==> config.mk <==
export PLATFORM = sky130hd
export DESIGN_NAME = snes_video_pattern_gen_flat
export DESIGN_NICKNAME = d
export VERILOG_FILES = /design/src/rtl/snes_video_pattern_gen_if.sv /design/src/rtl/snes_video_pattern_gen.sv /design/src/flat_wrapper.sv
export SDC_FILE = /design/constraint.sdc
export NUM_CORES = 1
export LEC_CHECK = 0
export ABC_AREA = 1
export BUFFER_PORTS_ARGS = -buffer_cell sky130_fd_sc_hd__buf_2
export CAP_MARGIN = 20
export CORE_ASPECT_RATIO = 1.75
export CORE_MARGIN = 10
export CORE_UTILIZATION = 32
export CTS_CLUSTER_DIAMETER = 100
export DETAILED_ROUTE_END_ITERATION = 8
export HOLD_SLACK_MARGIN = 0.12
export PLACE_DENSITY = 0.53
export SKIP_CTS_REPAIR_TIMING = 1
export SLEW_MARGIN = 20
export SYNTH_ARGS = -nofsm -noshare
export SYNTH_HDL_FRONTEND = slang
export SYNTH_SLANG_ARGS = --single-unit
==> constraint.sdc <==
create_clock -name clk -period 2.5 [get_ports clk]
set_input_delay 0.25 -clock clk [delete_from_list [all_inputs] [get_ports clk]]
set_output_delay 0.25 -clock clk [all_outputs]
set_load 0.005 [all_outputs]
==> src/rtl/snes_video_pattern_gen_if.sv <==
// Video-source bundle between snes_video_pattern_gen (master) and its consumer (slave).
// Run controls flow into the generator; the SNES-style dot stream flows out.
interface snes_video_pattern_gen_if;
  logic       en;
  logic [1:0] mode;
  logic [23:0] solid_rgb;
  logic       dot_clock;
  logic [7:0] R_out;
  logic [7:0] G_out;
  logic [7:0] B_out;
  logic       output_valid;
  logic       hsync_out;
  logic       vblank_out;
  logic       frame_start;
  logic [7:0] frame_ctr;

  modport master (
    input  en, mode, solid_rgb,
    output dot_clock, R_out, G_out, B_out, output_valid, hsync_out, vblank_out,
           frame_start, frame_ctr
  );

  modport slave (
    output en, mode, solid_rgb,
    input  dot_clock, R_out, G_out, B_out, output_valid, hsync_out, vblank_out,
           frame_start, frame_ctr
  );
endinterface

==> src/rtl/snes_video_pattern_gen.sv <==
// SNES-style test-pattern source: dot clock, sync/blank and bars/grid/ramp/solid RGB.
// Define SNES_PATGEN_SCROLL_EN to scroll the pattern x-coordinate one dot per frame.
module snes_video_pattern_gen #(
  parameter int CLK_DIV     = 4,
  parameter int H_ACTIVE    = 256,
  parameter int H_TOTAL     = 341,
  parameter int HSYNC_START = 274,
  parameter int HSYNC_LEN   = 25,
  parameter int V_ACTIVE    = 224,
  parameter int V_TOTAL     = 262
) (
  input logic clk,
  input logic reset,
  snes_video_pattern_gen_if.master vid
);
  localparam int CW = 9;
  localparam int PW = $clog2(CLK_DIV);

  logic [PW-1:0] phase_p0;
  logic [CW-1:0] hcount_p0;
  logic [CW-1:0] vcount_p0;
  logic [7:0]    frame_ctr_p0;
  logic [1:0]    mode_q;

  logic          dot_start;
  logic          phase_last;
  logic          origin;
  logic          h_last;
  logic          v_last;
  logic [1:0]    mode_sel;
  logic [7:0]    x;
  logic          vld_next;
  logic          hs_next;
  logic          vb_next;
  logic [23:0]   rgb_next;

  logic [23:0]   rgb_p1;
  logic          vld_p1;
  logic          hs_p1;
  logic          vb_p1;
  logic          dclk_p1;
  logic          fs_p1;

  function automatic logic [23:0] pattern(input logic [1:0] m, input logic [7:0] px,
                                          input logic [7:0] py, input logic [7:0] pf,
                                          input logic [23:0] solid);
    logic [23:0] p;
    unique case (m)
      2'd0:    p = {{8{px[7]}}, {8{px[6]}}, {8{px[5]}}};
      2'd1:    p = (px[2:0] == 3'd0 || py[2:0] == 3'd0) ? 24'hFFFFFF : 24'h000000;
      2'd2:    p = {px, py, pf};
      default: p = solid;
    endcase
    return p;
  endfunction

  // Stage p0: dot timing counters and the attributes of the dot about to start
  always_comb begin
    phase_last = (phase_p0 == PW'(CLK_DIV - 1));
    dot_start  = vid.en && (phase_p0 == '0);
    h_last     = (hcount_p0 == CW'(H_TOTAL - 1));
    v_last     = (vcount_p0 == CW'(V_TOTAL - 1));
    origin     = (hcount_p0 == '0) && (vcount_p0 == '0);
    // The mode for a new frame takes effect on its very first dot.
    mode_sel   = origin ? vid.mode : mode_q;
`ifdef SNES_PATGEN_SCROLL_EN
    x          = hcount_p0[7:0] + frame_ctr_p0;
`else
    x          = hcount_p0[7:0];
`endif
    vld_next   = (hcount_p0 < CW'(H_ACTIVE)) && (vcount_p0 < CW'(V_ACTIVE));
    hs_next    = (hcount_p0 >= CW'(HSYNC_START)) &&
                 (hcount_p0 < CW'(HSYNC_START + HSYNC_LEN));
    vb_next    = (vcount_p0 >= CW'(V_ACTIVE));
    rgb_next   = vld_next ? pattern(mode_sel, x, vcount_p0[7:0], frame_ctr_p0, vid.solid_rgb)
                          : 24'h000000;
  end

  // Stage p1: registered video outputs, updated once per dot and held for CLK_DIV clocks
  always_ff @(posedge clk or posedge reset) begin
    if (reset) begin
      phase_p0     <= '0;
      hcount_p0    <= '0;
      vcount_p0    <= '0;
      frame_ctr_p0 <= '0;
      mode_q       <= '0;
      rgb_p1       <= '0;
      vld_p1       <= 1'b0;
      hs_p1        <= 1'b0;
      vb_p1        <= 1'b1;
      dclk_p1      <= 1'b0;
      fs_p1        <= 1'b0;
    end else begin
      fs_p1 <= dot_start && origin;
      if (vid.en) begin
        phase_p0 <= phase_last ? '0 : phase_p0 + PW'(1);
        dclk_p1  <= (phase_p0 < PW'(CLK_DIV / 2));
      end else begin
        dclk_p1  <= 1'b0;
      end
      if (dot_start) begin
        rgb_p1    <= rgb_next;
        vld_p1    <= vld_next;
        hs_p1     <= hs_next;
        vb_p1     <= vb_next;
        if (origin) mode_q <= vid.mode;
        hcount_p0 <= h_last ? '0 : hcount_p0 + CW'(1);
        if (h_last) begin
          vcount_p0 <= v_last ? '0 : vcount_p0 + CW'(1);
          if (v_last) frame_ctr_p0 <= frame_ctr_p0 + 8'd1;
        end
      end
    end
  end

  assign vid.dot_clock    = dclk_p1;
  assign vid.R_out        = rgb_p1[23:16];
  assign vid.G_out        = rgb_p1[15:8];
  assign vid.B_out        = rgb_p1[7:0];
  assign vid.output_valid = vld_p1;
  assign vid.hsync_out    = hs_p1;
  assign vid.vblank_out   = vb_p1;
  assign vid.frame_start  = fs_p1;
  assign vid.frame_ctr    = frame_ctr_p0;

endmodule

==> src/flat_wrapper.sv <==
// flat-port wrapper written by rule: the top's interface ports become plain ports
module snes_video_pattern_gen_flat 
#(
  parameter int CLK_DIV     = 4,
  parameter int H_ACTIVE    = 256,
  parameter int H_TOTAL     = 341,
  parameter int HSYNC_START = 274,
  parameter int HSYNC_LEN   = 25,
  parameter int V_ACTIVE    = 224,
  parameter int V_TOTAL     = 262
)
  (clk, reset, vid_en, vid_mode, vid_solid_rgb, vid_dot_clock, vid_R_out, vid_G_out, vid_B_out, vid_output_valid, vid_hsync_out, vid_vblank_out, vid_frame_start, vid_frame_ctr);
  snes_video_pattern_gen_if vid_i ();
  input logic clk;
  input logic reset;
  input wire logic [$bits(vid_i.en)-1:0] vid_en;
  input wire logic [$bits(vid_i.mode)-1:0] vid_mode;
  input wire logic [$bits(vid_i.solid_rgb)-1:0] vid_solid_rgb;
  output wire logic [$bits(vid_i.dot_clock)-1:0] vid_dot_clock;
  output wire logic [$bits(vid_i.R_out)-1:0] vid_R_out;
  output wire logic [$bits(vid_i.G_out)-1:0] vid_G_out;
  output wire logic [$bits(vid_i.B_out)-1:0] vid_B_out;
  output wire logic [$bits(vid_i.output_valid)-1:0] vid_output_valid;
  output wire logic [$bits(vid_i.hsync_out)-1:0] vid_hsync_out;
  output wire logic [$bits(vid_i.vblank_out)-1:0] vid_vblank_out;
  output wire logic [$bits(vid_i.frame_start)-1:0] vid_frame_start;
  output wire logic [$bits(vid_i.frame_ctr)-1:0] vid_frame_ctr;
  assign vid_i.en = vid_en;
  assign vid_i.mode = vid_mode;
  assign vid_i.solid_rgb = vid_solid_rgb;
  assign vid_dot_clock = vid_i.dot_clock;
  assign vid_R_out = vid_i.R_out;
  assign vid_G_out = vid_i.G_out;
  assign vid_B_out = vid_i.B_out;
  assign vid_output_valid = vid_i.output_valid;
  assign vid_hsync_out = vid_i.hsync_out;
  assign vid_vblank_out = vid_i.vblank_out;
  assign vid_frame_start = vid_i.frame_start;
  assign vid_frame_ctr = vid_i.frame_ctr;
  snes_video_pattern_gen #(.CLK_DIV(CLK_DIV), .H_ACTIVE(H_ACTIVE), .H_TOTAL(H_TOTAL), .HSYNC_START(HSYNC_START), .HSYNC_LEN(HSYNC_LEN), .V_ACTIVE(V_ACTIVE), .V_TOTAL(V_TOTAL)) u_core (.clk(clk), .reset(reset), .vid(vid_i));
endmodule
==> results of run 1 <==
cells in the mapped netlist:
| library cell | n | share of area |
|---|---|---|
| nand3_1 | 51 | 0.068 |
| dfrtp_1 | 58 | 0.39 |
| clkbuf_1 | 5 | 0.0050 |
| xor2_1 | 7 | 0.016 |
| nand3b_1 | 2 | 0.0040 |
| o21ai_2 | 2 | 0.0047 |
| a32o_1 | 1 | 0.0027 |
| xnor2_1 | 2 | 0.0047 |
| nand2_2 | 5 | 0.0083 |
| o21ai_1 | 12 | 0.016 |
| nor2_1 | 24 | 0.024 |
| nand2_1 | 142 | 0.14 |
| nand3_2 | 18 | 0.048 |
| a21oi_1 | 5 | 0.0066 |
| nand2_4 | 1 | 0.0030 |
| clkinv_1 | 1 | 0.0010 |
| nand4_1 | 8 | 0.013 |
| inv_2 | 1 | 0.0010 |
| nor3_1 | 17 | 0.023 |
| buf_2 | 6 | 0.0080 |
| buf_12 | 2 | 0.011 |
| dfstp_2 | 1 | 0.0070 |
| buf_6 | 7 | 0.021 |
| o22ai_1 | 1 | 0.0017 |
| ha_1 | 8 | 0.027 |
| a31oi_1 | 4 | 0.0066 |
| inv_1 | 85 | 0.085 |
| nor2_2 | 5 | 0.0083 |
| buf_4 | 3 | 0.0060 |
| o21ai_0 | 22 | 0.029 |
| and3_1 | 1 | 0.0017 |
| nor2_4 | 4 | 0.012 |
| or2_2 | 1 | 0.0017 |
logic make-up (layout without fill, tap and decap cells):
kind of cell | count (synthesis) | after routing | share of synthesized area
and+or+nand+nor | 279 | 279 | 0.356
buffers and inverters | 110 | 176 | 0.137
adders and majority gates | 8 | 8 | 0.0266
xor gates and xnor gates | 9 | 9 | 0.0209
AOI/OAI and AO/OA | 47 | 47 | 0.0674
DFF | 59 | 59 | 0.392
cells in the final DEF, fill, tap and decap left out, types with 2 or more instances in the layout:
cell type	n
clkbuf_16	9
o21ai_0	22
ha_1	8
nor2_1	24
dfrtp_1	58
o21ai_2	2
o21ai_1	12
nor3_1	17
nand3_1	51
nor2_4	4
nand3b_1	2
a31oi_1	4
buf_4	4
nand4_1	8
buf_12	3
bufinv_16	3
xor2_1	7
nor2_2	5
inv_1	84
nand2_2	5
inv_2	2
a21oi_1	5
clkbuf_8	3
nand2_1	142
xnor2_1	2
buf_2	65
nand3_2	18
power by group:
part / internal [mW] / leakage, nW / switching, mW
sequential: 1.02 / 0.763 / 0.123
combinational: 0.181 / 1.66 / 0.335
clock: 1.05 / 0.179 / 0.451
worst max-delay path, delay by kind of cell (launching register included):
| family | cells | cell delay, ns |
|---|---|---|
| adders and majority gates | 1 | 0.16 |
| DFF | 1 | 0.43 |
| and+or+nand+nor | 9 | 0.84 |
| AOI/OAI and AO/OA | 1 | 0.25 |
| buffers and inverters | 3 | 0.38 |
flip-flops by register name (all words and copies together) (netlist names):
name                     flops
u_core.vid.frame_ctr         8
u_core.vcount_p0             9
u_core.vid.hsync_out         1
u_core.vid.vblank_out        1
u_core.rgb_p1               24
u_core.phase_p0              2
u_core.mode_q                2
u_core.hcount_p0             9
u_core.vid.output_valid      1
u_core.vid.frame_start       1
u_core.vid.dot_clock         1
stage by stage:
stage | cells | utilization | total power [mW]
finish | 713 | 0.391 | 3.16
CTS | 712 | 0.391 | 3.18
global placement | 696 | 0.359 | 1.66
global route | 713 | 0.391 | 3.32
detailed placement | 696 | 0.359 | 1.67
floorplan | 512 | - | 1.53
layout make-up:
type                    instances  area, um2
clock buffers                  12        267
flip-flops and latches         59       1480
multi-input cells             343       1770
well taps                     135        169
inverters                      87        327
repair buffers                 73        425
fillers                      1259       7050
clock inverters                 4       95.1
worst max-delay path by stage:
stage                             end  slack, ns  cells past startpoint                start
finish              u_core.rgb_p1[22]       0.32                     14  u_core.hcount_p0[1]
global route         u_core.rgb_p1[7]      0.003                     12  u_core.hcount_p0[0]
floorplan           u_core.rgb_p1[10]       0.65                     17  u_core.hcount_p0[0]
detailed placement  u_core.rgb_p1[18]       0.31                     10   u_core.phase_p0[0]
CTS                 u_core.rgb_p1[18]       0.29                     10   u_core.phase_p0[0]
global placement     u_core.rgb_p1[0]       0.35                     10   u_core.phase_p0[0]
routing by layer:
metal,share of wire,up-vias,track usage
li1,-,1739,-
met1,0.39,1624,0.142
met2,0.54,62,0.231
met3,0.045,16,0.0275
met4,0.019,0,0.0567
met5,0,-,0
==> flow_metrics.py, run 1 <==
metrics = {
    "setup_path": {
        "rr_startpoint": "u_core.hcount_p0[1]",
        "cp_common_cell": "nand2_1",
        "r2r_setup_slack_ns": 0.32,
        "start_kind": "register",
        "cp.arrival_ns": 2.40,
        "critPathSlowestCell": "dfrtp_1",
        "critPathKind": "reg -> reg",
        "regToRegEndpoint": "u_core.rgb_p1[22]",
        "max_stage_delay_ns": 0.43,
        "required_ns": 2.72,
        "worst_setup_path_end_kind": "register",
        "worstRegToRegCells": 14,
        "cp_max_fo": 47,
        "crit_chain": "inv_1 > ha_1 > inv_1 > nor2_1 > nand2_1 > nor2_1 > nand2_1 > nand2_1 > nand2_2 > buf_12 > o21ai_0 > nand3_1 > nand2_1 > nand2_1",
    },
    "place": {
        "dp_slack_ns": 0.308,
        "port_buffers": 65,
        "gp_congestion": 0.863,
        "post_dp_cell_area_mm2": 0.00416,
        "dp_hpwl_um": 7720,
    },
    "clocking": {
        "clkTransAtPathRegs_ns": 0.05,
        "clk_latency_ns": 0.33,
        "numCtsBuffers": 9,
        "cts_sinks": 59,
        "htreeDepth": 3,
        "cts_tree": "done",
        "cts_root_buf": "clkbuf_16",
        "cts_buffer_depth": 2,
    },
    "timing": {
        "hold_violations": 0,
        "rsz0062_at_grt": "false",
        "slew_headroom": 0.531,
        "setup_ws_ns": 0.320,
        "worstMarginPinSlew_ns": 0.702,
        "fmax_mhz": 459,
        "report.final.slew_viol_count": 0,
        "setup_tns_ns": 0,
        "period_needed_ns": 2.18,
        "whs_ns": 0.168,
        "period_share": 0.872,
        "finClkSkew_ns": 0.00679,
        "setup_viol": 0,
    },
    "detailed_routing": {
        "num_vias": 3441,
        "drc": 0,
        "drtPass1Iterations": 4,
        "wl_per_cell_um": 14.4,
        "routed_wl_um": 10300,
        "viasPerCell": 4.83,
        "drtIter0Drc": 159,
        "ant_nets": 0,
    },
    "power_and_ir_drop": {
        "peakVddDrop_mv": 0.302,
        "cellPowerDensity_mw_per_mm2": 697,
        "leakage_nw": 2.60,
    },
    "floorplan": {
        "die_y_um": 164,
        "dieArea_mm2": 0.0167,
        "die_x_um": 102,
        "placementRows": 52,
        "core_mm2": 0.0116,
        "io_pins": 66,
        "initial_utilization": 0.325,
    },
    "grt": {
        "grt_usage": 0.130,
        "grt_pass1_vias": 3452,
        "grt_antenna_before_repair": 0,
        "grt_pass1_wl_um": 17200,
        "grt_max_degree": 48,
        "globalRouteOverflowTotal": 0,
    },
    "synthesis": {
        "yosysSeqAreaShare": 0.392,
        "synth.distinct_cells": 33,
        "synth_warnings": 0,
        "synth_cells": 512,
        "syn_nets": 549,
        "netlist_area_mm2": 0.00377,
        "avgSynthCellArea_um2": 7.36,
        "ys_ff_latch": 59,
    },
    "final_layout": {
        "nNetsFinal": 610,
        "n_antenna_cell": 0,
        "drive_above_1_share": 0.220,
        "syn_to_final_growth_pct": 20.3,
        "finalInstanceArea_mm2": 0.00453,
    },
    "min_path": {
        "worstHoldEndpoint": "u_core.vid.dot_clock",
        "holdCritStartpoint": "vid_en",
        "hold_class": "in -> reg",
        "hold_depth": 3,
    },
    "run_status": {
        "status": "finished, final reports clean",
    },
    "run": {
        "max_cap_viol_count": 0,
    },
}
No activity file was read; power rests on OpenSTA's default activity.
==> inputs of run 2 (changes only) <==
--- a/config.mk
+++ b/config.mk
@@ -5,7 +5,6 @@
 export SDC_FILE = /design/constraint.sdc
 export NUM_CORES = 1
 export LEC_CHECK = 0
-export ABC_AREA = 1
 export BUFFER_PORTS_ARGS = -buffer_cell sky130_fd_sc_hd__buf_2
 export CAP_MARGIN = 20
 export CORE_ASPECT_RATIO = 1.75
==> constraint.sdc (replaced) <==
create_clock -name clk -period 2.5 [get_ports clk]
set_input_delay 0.375 -clock clk [delete_from_list [all_inputs] [get_ports clk]]
set_output_delay 0.375 -clock clk [all_outputs]
set_load 0.005 [all_outputs]
==> run 2 against run 1 <==
  * Routed wire length grew 4.1%
  * Clock skew shrank 0.0015 ns
  * Worst hold slack lost 0.055 ns
  * Sequential share of layout area grew 0.14 points
  * Largest cell class unchanged
  * Highest routed layer unchanged
==> flow_metrics.py, run 2 <==
metrics = {
    "setup_path": {
        "worst-path-buf-inv": 1,
        "critPathKind": "reg -> reg",
        "crit_chain": "inv_1 > ha_1 > nor4b_4 > and4_1 > nor4_4 > o211ai_1 > a32o_1",
        "critPathSlowestCell": "nor4_4",
        "worst_setup_path_end_kind": "register",
        "r2r_setup_slack_ns": 0.22,
        "start_kind": "register",
        "required_ns": 2.72,
        "cp_max_fo": 8,
        "crit_family": "simple AND/OR/NAND/NOR gates",
        "max_stage_delay_ns": 0.61,
        "cp.arrival_ns": 2.50,
    },
    "synthesis": {
        "yosysMostFrequentCell": "dfrtp_1",
        "syn_nets": 429,
        "synth_edf_count": 0,
        "avgSynthCellArea_um2": 9.20,
        "synth-xor-area-share": 0.0437,
        "netlist_area_mm2": 0.00360,
        "ys_ff_latch": 59,
        "synth_largest_area_cell": "dfrtp_1",
        "synth_cells": 392,
        "yosysSeqAreaShare": 0.410,
        "synth_flop_cell": "dfrtp_1",
        "synth_area_leaders": "dfrtp_1 (40%), nor3_1 (6.1%), a32o_1 (5.3%)",
        "synth_fa_ha_area_frac": 0.0278,
        "async_reset_ff_frac": 1.00,
        "yosys.area_share.simple": 0.293,
        "synth_top_area_share": 0.403,
        "synth-compound-area-share": 0.156,
        "synth_warnings": 0,
        "synth_top_family_by_area": "simple AND/OR/NAND/NOR gates",
        "synth_common_cells": "dfrtp_1 (58), nor3_1 (44), nand3_1 (35)",
        "synthMuxAreaShare": 0.0153,
        "synth.distinct_cells": 48,
    },
    "final_layout": {
        "largest_reg_flops": 24,
        "syn_to_final_growth_pct": 25.2,
        "n_antenna_cell": 0,
        "final_common_cell": "buf_2",
        "multiInputGateArea_mm2": 0.00194,
        "fillCellCount": 1125,
        "top_register": "u_core.rgb_p1",
        "layout_common_cells": "buf_2 (65), dfrtp_1 (58), nor3_1 (44)",
        "largestRegisters": "u_core.rgb_p1: 24 flops, u_core.hcount_p0: 9 flops, u_core.vcount_p0: 9 flops",
        "drive_above_1_share": 0.269,
        "regArea_mm2": 0.00148,
        "nNetsFinal": 500,
        "stdcell_count": 600,
    },
    "timing": {
        "fmax_mhz": 438,
        "finClkSkew_ns": 0.00531,
        "hold_violations": 0,
        "worstMarginPinSlew_ns": 0.600,
        "report.final.slew_viol_count": 0,
        "period_needed_ns": 2.28,
        "period_share": 0.913,
        "setup_viol": 0,
        "rsz0062_at_grt": "false",
        "slew_headroom": 0.599,
        "whs_ns": 0.113,
        "setup_tns_ns": 0,
    },
    "detailed_routing": {
        "ant_nets": 0,
        "num_vias": 3301,
        "drtPass1Iterations": 4,
        "drtIter0Drc": 176,
        "drc": 0,
        "viasPerCell": 5.50,
        "wl_per_cell_um": 17.9,
        "routed_wl_um": 10700,
    },
    "floorplan": {
        "initial_utilization": 0.325,
        "die_x_um": 100,
        "placementRows": 51,
        "io_pins": 66,
        "core_mm2": 0.0111,
        "die_y_um": 160,
        "dieArea_mm2": 0.0161,
    },
    "clocking": {
        "clkTransAtPathRegs_ns": 0.05,
        "cts_tree": "done",
        "cts_root_buf": "clkbuf_16",
        "numCtsBuffers": 9,
        "clk_latency_ns": 0.33,
        "htreeDepth": 3,
        "cts_buffer_depth": 2,
        "cts_sinks": 59,
    },
    "grt": {
        "globalRouteOverflowTotal": 0,
        "grt_pass1_wl_um": 17700,
        "grt_antenna_before_repair": 0,
        "grt_usage": 0.136,
        "grt_max_degree": 36,
        "grt_pass1_vias": 3361,
    },
    "place": {
        "dp_hpwl_um": 7800,
        "place_inst": 584,
        "port_buffers": 65,
        "gp_congestion": 0.797,
    },
    "min_path": {
        "hold_class": "in -> async",
    },
    "power_and_ir_drop": {
        "peakVddDrop_mv": 0.403,
        "cellPowerDensity_mw_per_mm2": 695,
        "leakage_nw": 2.00,
        "p_total_mw": 3.14,
    },
    "run_status": {
        "status": "finished, final reports clean",
    },
    "run": {
        "max_cap_viol_count": 0,
    },
}
[run 2: cell count changes in the layout (fill, tap and decap cells not counted), sizes merged, moves of 12 or more]
cell,before,now
nand2,148,24
inv,86,9
nand3,69,35
nor3,17,44
buf,72,95
a32o,1,19
o21ai,36,18
o211ai,0,12
xnor2,2,14
[run 2: metrics by stage]
stage | worst slack, ns | cell area, um2 | util
3_5_place_dp | 0.167 | 4180 | 0.376
2_1_floorplan | 0.435 | 3600 | -
3_3_place_gp | 0.202 | 4180 | 0.376
5_1_grt | 0.0419 | 4510 | 0.406
4_1_cts | 0.154 | 4510 | 0.406
6_report | 0.218 | 4510 | 0.406
[run 2: cells by family (layout without fill, tap and decap cells)]
family	after synthesis	in the layout
simple gates	181	181
mux	5	5
xor+xnor	18	18
compound gates	77	77
buf+inv	44	120
flops	59	59
fa+ha+maj	8	8
[run 2: area by class of cell]
cell class,count,share of cell area
clock buffers,12,0.0568
clock inverters,4,0.0161
inverters,9,0.00749
multi-input cells,289,0.430
flip-flops and latches,59,0.327
well taps,132,0.0366
repair buffers,95,0.126
[run 2: path summary, 6_finish.rpt]
kind / from / end / depth (start not counted)
worst min register to register: u_core.phase_p0[1] / u_core.vid.dot_clock / 1
max in group asynchronous: reset / u_core.vid.vblank_out / 3
worst max-delay path: u_core.vcount_p0[1] / u_core.rgb_p1[4] / 7
min in group clk: vid_en / u_core.phase_p0[1] / 2
worst max register to register: u_core.vcount_p0[1] / u_core.rgb_p1[4] / 7
worst min-delay path: reset / u_core.vid.frame_ctr[7] / 2
[run 2: metal layers]
metal  GRT usage  part of all wire
met3      0.0374             0.047
met4      0.0542             0.024
met5           0                 0
met2       0.233              0.52
met1       0.154              0.41
[run 2: power by group]
group          internal, mW  switching, mW
Clock                 0.924          0.434
Sequential             1.04         0.0517
Combinational         0.264          0.423
